**config.mk**
```make
export PLATFORM = sky130hd
export DESIGN_NAME = sd_data_rx
export DESIGN_NICKNAME = d
export VERILOG_FILES = /design/src/rtl/sd_data_rx_pkg.sv /design/src/rtl/sd_crc16.sv /design/src/rtl/sd_data_rx.sv
export SDC_FILE = /design/constraint.sdc
export NUM_CORES = 1
export LEC_CHECK = 0
export ABC_CLOCK_PERIOD_IN_PS = 3000
export CAP_MARGIN = 20
export CORE_MARGIN = 3
export CORE_UTILIZATION = 30
export CTS_CLUSTER_DIAMETER = 100
export DETAILED_ROUTE_END_ITERATION = 7
export DONT_BUFFER_PORTS = 1
export HOLD_SLACK_MARGIN = 0.05
export PLACE_DENSITY = 0.55
export SYNTH_ARGS = -nofsm -noshare
export SYNTH_HDL_FRONTEND = slang
export SYNTH_SLANG_ARGS = --single-unit
```
**constraint.sdc**
```tcl
create_clock -name iclk -period 3 [get_ports iclk]
set_clock_uncertainty 0.1 [all_clocks]
set_input_delay 0.3 -clock iclk [delete_from_list [all_inputs] [get_ports iclk]]
set_output_delay 0.3 -clock iclk [all_outputs]
set_load 0.02 [all_outputs]
```
**src/rtl/sd_data_rx_pkg.sv**
```systemverilog
// -----------------------------------------------------------------------------
// sd_data_rx_pkg
//   Shared definitions for the SD 4-bit data path. The receive block uses them
//   now; the transmit block will reuse them.
//   - CRC16-CCITT polynomial (x^16 + x^12 + x^5 + 1) and a one-bit step helper
//   - SD block geometry (512 bytes = 1024 nibbles on a 4-bit bus)
//   - Data-line FSM state encoding
// -----------------------------------------------------------------------------
package sd_data_rx_pkg;

  localparam logic [15:0] CRC16_POLY     = 16'h1021;
  localparam int          SD_BLOCK_BYTES = 512;
  localparam int          SD_NIBBLES     = SD_BLOCK_BYTES * 2;
  localparam int          SD_CRC_BITS    = 16;

  typedef enum logic [2:0] {
    ST_IDLE       = 3'd0,
    ST_WAIT_START = 3'd1,
    ST_DATA       = 3'd2,
    ST_CRC        = 3'd3,
    ST_END        = 3'd4
  } sd_state_e;

  // One serial CRC16 step, MSB-first, no reflection.
  function automatic logic [15:0] crc16_step(input logic [15:0] crc, input logic din);
    logic fb;
    fb = din ^ crc[15];
    return {crc[14:0], 1'b0} ^ (fb ? CRC16_POLY : 16'h0000);
  endfunction

endpackage

```
**src/rtl/sd_crc16.sv**
```systemverilog
// -----------------------------------------------------------------------------
// sd_crc16
//   1-bit serial CRC16-CCITT accumulator, init 0x0000. One instance per SD data
//   line; shared by the receive and transmit paths.
// Ports
//   iclk  in  1   system clock
//   irst  in  1   synchronous reset, active-high (clears the CRC)
//   iclr  in  1   synchronous clear to 0x0000 (has priority over ien)
//   ien   in  1   shift ibit into the CRC this cycle
//   ibit  in  1   serial data bit
//   ocrc  out 16  current CRC register
// -----------------------------------------------------------------------------
module sd_crc16
  import sd_data_rx_pkg::*;
(
  input  logic        iclk,
  input  logic        irst,
  input  logic        iclr,
  input  logic        ien,
  input  logic        ibit,
  output logic [15:0] ocrc
);

  logic [15:0] crc_q, crc_d;

  always_comb begin
    crc_d = crc_q;
    if (iclr) begin
      crc_d = 16'h0000;
    end else if (ien) begin
      crc_d = crc16_step(crc_q, ibit);
    end
  end

  always_ff @(posedge iclk) begin
    if (irst) begin
      crc_q <= 16'h0000;
    end else begin
      crc_q <= crc_d;
    end
  end

  assign ocrc = crc_q;

endmodule

```
**src/rtl/sd_data_rx.sv**
```systemverilog
// -----------------------------------------------------------------------------
// sd_data_rx
//   Host-side SD 4-bit data receiver. Captures one data block from D[3:0],
//   writes each nibble to the block RAM, checks the four per-line CRC16s and
//   the end bit, and reports status.
//
//   Handshake: there is no valid/ready back-pressure. istrobe is a qualifier
//   meaning "D lines are valid now"; every strobe outside IDLE is consumed in
//   the cycle it is seen. owrite_en is a 1-cycle write strobe the RAM must
//   accept unconditionally; odone and otimeout are 1-cycle event pulses.
//
// Ports
//   iclk       in  1       system clock, single domain
//   irst       in  1       synchronous reset, active-high; aborts any block
//   istrobe    in  1       sample idata_sd this cycle (SD clock rising edge)
//   istart     in  1       arm for one block (ignored while busy)
//   idata_sd   in  4       sampled D[3:0], D3 = nibble MSB
//   owaddr     out ADDR_W  RAM write address (nibble index)
//   odin       out 4       RAM write data
//   owrite_en  out 1       RAM write enable, one cycle per nibble
//   obusy      out 1       armed / receiving
//   odone      out 1       block finished, ocrc_ok valid
//   ocrc_ok    out 1       CRCs matched and end bit was 4'hF (held)
//   otimeout   out 1       no start bit within TIMEOUT strobes
//   odbg_state out 3       current FSM state (sd_state_e encoding)
// -----------------------------------------------------------------------------
module sd_data_rx
  import sd_data_rx_pkg::*;
#(
  parameter int NIBBLES = SD_NIBBLES,
  parameter int ADDR_W  = $clog2(NIBBLES),
  parameter int TIMEOUT = 65535
) (
  input  logic              iclk,
  input  logic              irst,
  input  logic              istrobe,
  input  logic              istart,
  input  logic [3:0]        idata_sd,
  output logic [ADDR_W-1:0] owaddr,
  output logic [3:0]        odin,
  output logic              owrite_en,
  output logic              obusy,
  output logic              odone,
  output logic              ocrc_ok,
  output logic              otimeout,
  output logic [2:0]        odbg_state
);

  localparam int                TMR_W    = (TIMEOUT > 1) ? $clog2(TIMEOUT) : 1;
  localparam logic [TMR_W-1:0]  TMR_LAST = TMR_W'(TIMEOUT - 1);
  localparam logic [ADDR_W-1:0] NIB_LAST = ADDR_W'(NIBBLES - 1);
  localparam logic [ADDR_W-1:0] CRC_LAST = ADDR_W'(SD_CRC_BITS - 1);

  sd_state_e         state_q, state_d;
  logic [ADDR_W-1:0] cnt_q, cnt_d;       // nibble index in DATA, bit index in CRC
  logic [TMR_W-1:0]  tmr_q, tmr_d;
  logic              err_q, err_d;       // sticky CRC mismatch
  logic [ADDR_W-1:0] waddr_q, waddr_d;
  logic [3:0]        din_q, din_d;
  logic              wen_q, wen_d;
  logic              busy_q, busy_d;
  logic              done_q, done_d;
  logic              crc_ok_q, crc_ok_d;
  logic              tout_q, tout_d;

  logic              start_acc;
  logic              crc_clr;
  logic              crc_en;
  logic [15:0]       crc_val [4];
  logic [3:0]        crc_idx;
  logic [3:0]        crc_exp;

  // istart is only honoured in IDLE, which also makes a same-cycle istrobe
  // a no-op: IDLE never samples the data lines.
  assign start_acc = istart && (state_q == ST_IDLE);
  assign crc_clr   = start_acc;
  assign crc_en    = istrobe && (state_q == ST_DATA);

  for (genvar k = 0; k < 4; k++) begin : g_crc
    sd_crc16 u_crc (
      .iclk (iclk),
      .irst (irst),
      .iclr (crc_clr),
      .ien  (crc_en),
      .ibit (idata_sd[k]),
      .ocrc (crc_val[k])
    );
  end

  // During the CRC phase the registers are frozen; the card sends them MSB
  // first, so bit (15 - cnt) of each line's register is the expected bit.
  assign crc_idx = 4'd15 - cnt_q[3:0];

  always_comb begin
    crc_exp = 4'h0;
    for (int k = 0; k < 4; k++) begin
      crc_exp[k] = crc_val[k][crc_idx];
    end
  end

  always_comb begin
    state_d  = state_q;
    cnt_d    = cnt_q;
    tmr_d    = tmr_q;
    err_d    = err_q;
    waddr_d  = waddr_q;
    din_d    = din_q;
    wen_d    = 1'b0;
    busy_d   = busy_q;
    done_d   = 1'b0;
    crc_ok_d = crc_ok_q;
    tout_d   = 1'b0;

    unique case (state_q)
      ST_IDLE: begin
        if (istart) begin
          cnt_d    = '0;
          tmr_d    = '0;
          err_d    = 1'b0;
          crc_ok_d = 1'b0;
          busy_d   = 1'b1;
          state_d  = ST_WAIT_START;
        end
      end

      ST_WAIT_START: begin
        if (istrobe) begin
          // Only all four lines low is a start bit; partial lows keep waiting.
          if (idata_sd == 4'h0) begin
            cnt_d   = '0;
            state_d = ST_DATA;
          end else if (tmr_q == TMR_LAST) begin
            tout_d  = 1'b1;
            busy_d  = 1'b0;
            state_d = ST_IDLE;
          end else begin
            tmr_d = tmr_q + 1'b1;
          end
        end
      end

      ST_DATA: begin
        if (istrobe) begin
          wen_d   = 1'b1;
          waddr_d = cnt_q;
          din_d   = idata_sd;
          if (cnt_q == NIB_LAST) begin
            cnt_d   = '0;
            state_d = ST_CRC;
          end else begin
            cnt_d = cnt_q + 1'b1;
          end
        end
      end

      ST_CRC: begin
        if (istrobe) begin
          if (idata_sd != crc_exp) begin
            err_d = 1'b1;
          end
          if (cnt_q == CRC_LAST) begin
            cnt_d   = '0;
            state_d = ST_END;
          end else begin
            cnt_d = cnt_q + 1'b1;
          end
        end
      end

      ST_END: begin
        if (istrobe) begin
          done_d   = 1'b1;
          busy_d   = 1'b0;
          crc_ok_d = !err_q && (idata_sd == 4'hF);
          state_d  = ST_IDLE;
        end
      end

      default: begin
        busy_d  = 1'b0;
        state_d = ST_IDLE;
      end
    endcase
  end

  always_ff @(posedge iclk) begin
    if (irst) begin
      state_q  <= ST_IDLE;
      cnt_q    <= '0;
      tmr_q    <= '0;
      err_q    <= 1'b0;
      waddr_q  <= '0;
      din_q    <= 4'h0;
      wen_q    <= 1'b0;
      busy_q   <= 1'b0;
      done_q   <= 1'b0;
      crc_ok_q <= 1'b0;
      tout_q   <= 1'b0;
    end else begin
      state_q  <= state_d;
      cnt_q    <= cnt_d;
      tmr_q    <= tmr_d;
      err_q    <= err_d;
      waddr_q  <= waddr_d;
      din_q    <= din_d;
      wen_q    <= wen_d;
      busy_q   <= busy_d;
      done_q   <= done_d;
      crc_ok_q <= crc_ok_d;
      tout_q   <= tout_d;
    end
  end

  assign owaddr     = waddr_q;
  assign odin       = din_q;
  assign owrite_en  = wen_q;
  assign obusy      = busy_q;
  assign odone      = done_q;
  assign ocrc_ok    = crc_ok_q;
  assign otimeout   = tout_q;
  assign odbg_state = state_q;

endmodule

```
==> run metrics <==
status=complete, no violations; share of power burned in combinational logic=6.5%; Routed Wire Length=12400 um; nets@finish=631; post-synthesis cell type count=47; Final Slew Violations=0; register share of total power=39.4%; reg-to-reg slack, setup=0.64 ns; syn nets=639; share of layout cells above drive strength 1=10.3%; Post-DP Area=approximately 5400 um2; grt ovf=0; WHS=0.0952 ns; number of synthesized flops with an enable pin=0; crit path from=cnt_q[2]; io pins=30; crit path kind=reg2reg; Worst Hold Class=in2reg; 1st-iter DRT viols=284; fmax=0.423 GHz; fill count=1711; Mapped Avg Cell Area=8.21 um2; area of the multi-input gates=2670 um2; initial antenna violation count=0; Clock Path Buffers=2; routability cong.=between 0.8 and 0.9; leak pwr=0.00185 uW; H-tree Lvls=4; async set-reset flop share out of synthesis=0%; Area growth syn-to-layout=17.5%; Reg clk slew, reported paths=about 0.06 ns; WL/cell=14.6 um; required time of the critical path=approximately 3.2 ns; Site Rows=47; dpl hpwl=8090 um; core area=16700 um2; reg2reg path depth=7; pin count of the biggest net entering global routing=41; CTS sink count=113; Syn Inst Count=628; Worst setup EP type=register; Post-DRT Antenna Nets=0; Switching Power=roughly 940 uW; r2r endpoint=err_q; switch share=23.7%; actual slew at the worst max-slew pin=1.10 ns; Placed Cells=814; Sequential Area=2260 um2; HP Start=istrobe; Initial DRT Pass Iterations=5; Initial Utilization=roughly 31%; relative slew slack=between 20% and 30%; GRT Util Overall=14.0%; worst vdd rail ir drop=358 uV; predominant post-synthesis flop cell=dfxtp_1; Die ar.=18800 um2; minimum clock period=2.36 ns; Synth Register Bits=113; reg2reg start=cnt_q[2]; first-pass GRT wire length=20600 um; Setup TNS Final=0 ns; RSZ-0062 raised after global routing=no; Worst Setup EP=err_q; Post-CTS Setup Repair Bufs=0; Max FO, Critical Path=21; Ys Warns=0; ANT cells=0; max cap viols=0; Hold Vio Cnt, Final=0; Synth Cell Area=5150 um2; clock power share=54.1%; clk root buf=clkbuf_16; final instance area=~6000 um2; Int Pwr=3010 uW; Chip Width=around 140 um; vias in the first global route=~4200; CTS tree=built; period utilization=between 70% and 80%; CTS Buf Count=17; fin cells=853; pwr/cell area=653 nW/um2; crit start category=register; IO Port Bufs=0; post-synthesis sequential area ratio=43.9%; vias per cell=roughly 5.0; via count=4262; CP arrival=between 2 and 3 ns; number of remaining DRC errors=0; Worst-Skew Late Latency=0.42 ns; Die Y=137 um; setup violators final=0
## area by class of cell
type | instances | area share (%)
sequential | 113 | 37.4
clock buffer | 18 | 7.25
tap | 220 | 4.55
timing repair buffer | 20 | 3.18
inverter | 6 | 0.372
clock inverter | 14 | 3.12
multi-input combinational | 462 | 44.2
## how the worst min path moves through the flow
stage / endpoint / cells after the start
finish: err_q / 4
global placement: owaddr[3] / 1
floorplan: odin[0] / 2
global route: odone / 2
detailed placement: ocrc_ok / 1
CTS: odone / 2
## synth_stat cells (all sizes together) (7+ instances only)
master / n / area, um2
mux2i: 11 / 110
clkbuf: 34 / 128
nand4: 7 / 43.8
nand3: 13 / 65.1
dfxtp: 113 / 2260
nand2: 162 / 608
nor4: 7 / 43.8
mux4: 11 / 263
nor3: 16 / 80.1
nor2: 43 / 161
buf: 13 / 73.8
a21oi: 87 / 439
xnor2: 36 / 315
## state kept, by name, summed over array words and instances (netlist names), 3 cells and up
register,cells
tmr_q,16
cnt_q,10
owaddr,10
g_crc.u_crc.ocrc,64
odbg_state,3
odin,4
## per-layer routing
metal | track usage [%] | vias to the layer above | wire length [um]
met5 | 0 | - | 0
met4 | 5.88 | 0 | 130
met3 | 5.04 | 12 | 678
met2 | 21.9 | 90 | 5770
met1 | 17.5 | 2032 | 5870
li1 | - | 2128 | -
## cells in the final DEF (no fill, tap or decap), types with 3 or more instances in the layout
cell / n
nand2b_1: 3
nor4b_1: 4
nand4_1: 7
nor2b_1: 6
ha_1: 3
mux2_2: 3
nand3_1: 13
nor4_1: 7
a21oi_1: 86
dfxtp_1: 113
nor3_1: 16
nor2_1: 43
inv_1: 6
nor3b_1: 5
mux4_2: 7
o21ai_0: 4
clkinv_2: 4
nand2_1: 162
bufinv_16: 4
or2_2: 4
buf_4: 11
mux4_1: 4
mux2i_1: 11
a211oi_1: 6
clkinv_4: 3
o21a_1: 4
dlygate4sd3_1: 7
clkbuf_16: 17
clkinvlp_4: 3
xnor2_1: 36
o31a_1: 3
## cells by family (layout without fill, tap and decap cells)
group                    Yosys count  after routing  share of synthesized area [%]
buffers and inverters             53             58                           4.34
AND/OR/NAND/NOR                  282            282                           24.4
XOR/XNOR                          38             38                           6.46
adder cells (fa/ha/maj)            3              3                          0.728
AO/OA/AOI/OAI                    114            114                           12.3
multiplexers                      25             25                           7.89
flip-flops                       113            113                           43.9
## repair_timing
| action | 4_1_cts | 5_1_grt |
|---|---|---|
| endpoints found under the hold margin | 24 | 0 |
| gates resized for setup | 0 | 0 |
| hold buffers | 7 | 0 |
## worst max-delay path: stages, from the launching register on
cell and delay, ns:
dfxtp_1 0.45, buf_4 0.36, mux4_1 0.59, mux2i_1 0.18, xnor2_1 0.08, nor4b_1 0.27, a31o_2 0.15, a21oi_1 0.06
## metrics by stage
stage | utilization (%) | power, uW | setup WS (ns)
after floorplan | - | 1780 | 0.889
after detailed placement | 32.1 | 1830 | 0.644
after global routing | 36.3 | 4100 | 0.425
after CTS | 36.3 | 3990 | 0.615
after global placement | 32.1 | 1820 | 0.675
final | 36.3 | 3950 | 0.639
## power by group through the flow
stage               clock network (uW)  registers, uW  logic (uW)
CTS                               2180           1560         257
floorplan                            0           1570         211
detailed placement                   0           1590         242
finish                            2140           1560         257
global route                      2250           1560         288
global placement                     0           1590         236
No activity file was read; power rests on OpenSTA's default activity.
